$ cat src/rtl/fetch_stage.sv
// Instruction-fetch stage: owns the PC, addresses the instruction memory
// and fills the IF/ID pipeline register, with stall/flush, branch/jump
// redirects and misaligned-target trapping.
module fetch_stage #(
  parameter logic [31:0] RESET_PC   = 32'h0000_0000,
  parameter logic [31:0] EXC_VECTOR = 32'h0000_0080,
  parameter logic [31:0] NOP_INSTR  = 32'h0000_0000
) (
  input  logic        clk,
  input  logic        rst_n,
  input  logic        stall,
  input  logic        flush,
  input  logic        branch_taken,
  input  logic [31:0] branch_target,
  input  logic        jump,
  input  logic [31:0] jump_target,
  output logic [31:0] imem_addr,
  input  logic [31:0] imem_data,
  output logic [31:0] if_id_instr,
  output logic [31:0] if_id_pc4,
  output logic        if_id_valid,
  output logic        misalign_err,
  output logic [31:0] bad_vaddr
);

  localparam int unsigned XLEN = 32;

  logic [XLEN-1:0] pc;
  logic [XLEN-1:0] pc_plus4_c;
  logic [XLEN-1:0] target_c;
  logic [XLEN-1:0] next_pc_c;
  logic            redirect_c;
  logic            misaligned_c;

  assign imem_addr  = pc;
  assign pc_plus4_c = pc + XLEN'(4);

  // Redirect target selection (branch beats jump) and alignment check.
  always_comb begin
    redirect_c   = branch_taken | jump;
    target_c     = branch_taken ? branch_target : jump_target;
    misaligned_c = redirect_c && (target_c[1:0] != 2'b00);
    next_pc_c    = pc_plus4_c;
    if (redirect_c) begin
      next_pc_c = misaligned_c ? EXC_VECTOR : target_c;
    end else if (stall) begin
      next_pc_c = pc;
    end
  end

  // Program counter register.
  always_ff @(posedge clk or negedge rst_n) begin
    if (!rst_n) begin
      pc <= RESET_PC;
    end else begin
      pc <= next_pc_c;
    end
  end

  // IF/ID register: a redirect squashes the word fetched in the same cycle.
  always_ff @(posedge clk or negedge rst_n) begin
    if (!rst_n) begin
      if_id_instr <= NOP_INSTR;
      if_id_pc4   <= '0;
      if_id_valid <= 1'b0;
    end else if (flush || redirect_c) begin
      if_id_instr <= NOP_INSTR;
      if_id_pc4   <= pc_plus4_c;
      if_id_valid <= 1'b0;
    end else if (!stall) begin
      if_id_instr <= imem_data;
      if_id_pc4   <= pc_plus4_c;
      if_id_valid <= 1'b1;
    end
  end

  // Misaligned-redirect pulse and sticky faulting address.
  always_ff @(posedge clk or negedge rst_n) begin
    if (!rst_n) begin
      misalign_err <= 1'b0;
      bad_vaddr    <= '0;
    end else begin
      misalign_err <= misaligned_c;
      if (misaligned_c) begin
        bad_vaddr <= target_c;
      end
    end
  end

endmodule

$ cat config.mk
export PLATFORM = sky130hd
export DESIGN_NAME = fetch_stage
export DESIGN_NICKNAME = d
export VERILOG_FILES = /design/src/rtl/fetch_stage.sv
export SDC_FILE = /design/constraint.sdc
export NUM_CORES = 1
export LEC_CHECK = 0
export BUFFER_PORTS_ARGS = -buffer_cell sky130_fd_sc_hd__buf_2
export CAP_MARGIN = 20
export CORE_AREA = 4 4 124 126
export CTS_CLUSTER_DIAMETER = 50
export DETAILED_ROUTE_END_ITERATION = 7
export DIE_AREA = 0 0 128 130
export PLACE_DENSITY = 0.68
export SYNTH_ARGS = -nofsm -noshare
export SYNTH_HDL_FRONTEND = slang
export SYNTH_SLANG_ARGS = --single-unit
$ cat constraint.sdc
create_clock -name clk -period 2.9 [get_ports clk]
set_input_delay 0.145 -clock clk [delete_from_list [all_inputs] [get_ports clk]]
set_output_delay 0.145 -clock clk [all_outputs]
set_load 0.01 [all_outputs]
==> flow_summary.ini <==
[final_layout]
num_antenna_cells = 0
area_growth_pct = 37.6
layout_common_cells = 230 x buf_2, 130 x dfrtp_1, 52 x nand2_1, 46 x nor2_1, 37 x xnor2_1
final_common_cell = buf_2
drive_above_1_share_pct = 35.4
multi_input_area_mm2 = 0.00260
fillers = 1212
register_area_mm2 = 0.00325
nets = 935

[worst_setup_path]
endpoint_kind = flip-flop
start_kind = flip-flop
slowest_stage = or4_4
cp_common_cell = or4_4
critical_path.top_delay_family = simple AND/OR/NAND/NOR gates
critPathMaxStageDelay_ns = 0.69
worstReg2RegEnd = imem_addr[28]
crit_chain = nand4_2 -> or4_4 -> or4_4 -> xor2_1 -> o22ai_2
cp.arrival_ns = 2.58
reg2reg_depth = 5
rrSetupSlack_ns = 0.60
cp_data_required_time_ns = 3.17
critical_path_buf_inv_count = 0
r2r-start = imem_addr[10]
cp_max_fo = 16
worst-path-stages = 5
worstSetupPathType = reg -> reg

[routing]
finalWirelength_um = 18100
wire_per_inst_um = 17.6
postRouteAntennaNets = 0
num_vias = 5388
first_pass_iters = 7
drtIter0Drc = 468
via_per_inst = 5.24
drc = 0

[placement]
place.gp.congestion = 0.885
port_buffers = 231
place_ws_ns = 0.611
post-dp-hpwl_um = 12900

[grt]
grt_overflow_total = 0
grt_max_degree = 111
antenna_found_initial = 0
grt_pass1_wl_um = 28600
first_global_vias = 5316
grt_usage_pct = 21.8

[yosys]
ys_warn_count = 0
yosysTopAreaCell = dfrtp_1
synth-compound-area-share_pct = 13.5
ys_seq_elements = 130
synth_cell_type_count = 44
async_flop_share_pct = 100
synth_top_area_share_pct = 53.7
synth_area_leaders = dfrtp_1 54%, xnor2_1 5.4%, mux2i_1 5.0%
synth-simple-area-share_pct = 15.4
syn-cell-area_mm2 = 0.00605
synth_ff_type = dfrtp_1
synthMuxAreaShare_pct = 5.52
netlist_instances = 578
avgSynthCellArea_um2 = 10.5
synth_top_family_by_area = simple AND/OR/NAND/NOR gates
synthXorXnorAreaFrac_pct = 7.96
synth_seq_area_share_pct = 53.7
synth-adder-area-share_pct = 0.207
synth-edff-count = 0
synthesis.nets = 681

[hold_path]
worstHoldEndpoint = bad_vaddr[1]
worstHoldPathCells = 3
worstHoldStart = branch_target[1]
hp-class = in -> reg

[die]
start_util_pct = 42.3
row_count = 44
core_mm2 = 0.0143
dieArea_mm2 = 0.0166
die_h_um = 130
io-pin-count = 232
die_w_um = 128

[cts]
ctsResizeCount = 0
clockBufferDepth = 2
insertion_delay_ns = 0.41
hold_buffers = 36
clk_pin_slew_ns = 0.06
cts_setup_buffers = 0
cts_made_buffers = 17
h-tree-depth = 4
cts_root_buffer = clkbuf_16
clock-sinks = 130
cts_tree = yes

[power_and_ir_drop]
ir_drop_uv = 419
p_per_area_mw_per_mm2 = 578
total_leakage_power_nw = 3.96
finalPower_w = 0.00482

[run_status]
outcome = completed

[timing]
period_share_pct = 79.5
timing.final.ws_setup_ns = 0.596
clock_skew_ns = 0.00709
whs_ns = 0.0238
slew_headroom_pct = 47.1
rsz0062_at_grt = false
hold_viol_final = 0
report.final.setup_viol = 0
final.setup.tns_ns = 0
slew_viol_final = 0
tightest_slew_ns = 0.788
period_needed_ns = 2.30
fmax_ghz = 0.434

[run]
drv_cap = 0
cell usage after synthesis, types with 8 or more instances:
cell type    n
a21oi_1     30
nor2_1      47
o21ai_1     10
o21ai_0     23
xor2_1      18
nand2_1     53
a22o_1      32
nor3_2       8
buf_2        8
dfrtp_1    130
o22ai_1     25
clkbuf_1    27
mux2i_1     30
xnor2_1     37
nor3_1      10
nand3_1     22
nor4_1      11
worst register-to-register path: stages (launching register included):
cell	delay, ns
dfrtp_1	0.55
nand4_2	0.20
or4_4	0.69
or4_4	0.46
xor2_1	0.17
o22ai_2	0.09
layout make-up:
| cell class | instances | area share [%] |
|---|---|---|
| clock buffers | 22 | 5.69 |
| clock inverters | 9 | 1.28 |
| inverters | 4 | 0.180 |
| multi-input cells | 399 | 31.2 |
| flip-flops and latches | 130 | 39.1 |
| well taps | 184 | 2.76 |
| repair buffers | 280 | 19.8 |
how the worst max path moves through the flow:
stage,startpoint,endpoint,slack [ns]
after floorplan,imem_addr[10],imem_addr[28],0.77
after global placement,imem_addr[10],imem_addr[28],0.66
after detailed placement,imem_addr[10],imem_addr[28],0.61
after CTS,imem_addr[10],imem_addr[28],0.60
after global routing,imem_addr[10],imem_addr[28],0.48
final,imem_addr[10],imem_addr[28],0.60
sequential cells by signal (all words and copies together), names as in the netlist:
signal,cells
bad_vaddr,32
if_id_instr,32
if_id_pc4,32
if_id_valid,1
imem_addr,32
misalign_err,1
logic make-up after synthesis:
logic type,count (synthesis)
multiplexers,33
buffers and inverters,49
AND/OR/NAND/NOR,182
flip-flops,130
XOR/XNOR,55
adder cells (fa/ha/maj),1
AO/OA/AOI/OAI,128
through the flow:
step | instances | cell area (µm²) | util [%]
finish | 1028 | 8330 | 58.2
global placement | 960 | 7360 | 51.4
detailed placement | 960 | 7360 | 51.4
global route | 1028 | 8330 | 58.2
floorplan | 578 | 6050 | -
CTS | 1027 | 8300 | 58.0
metal layers:
layer / up-vias / track usage (%) / routed length, µm / share of wire [%]
li1: 2553 / - / - / -
met1: 2595 / 30.0 / 8050 / 45
met3: 22 / 5.65 / 1360 / 7.5
met2: 218 / 34.1 / 8390 / 46
met5: - / 0 / 0 / 0
met4: 0 / 7.18 / 274 / 1.5
power breakdown:
group,switching [W],internal [W]
Combinational,0.000368,0.000298
Clock,0.000769,0.00132
Sequential,0.000110,0.00195
Total,0.00125,0.00357
Power figures use the tool's default switching activity.
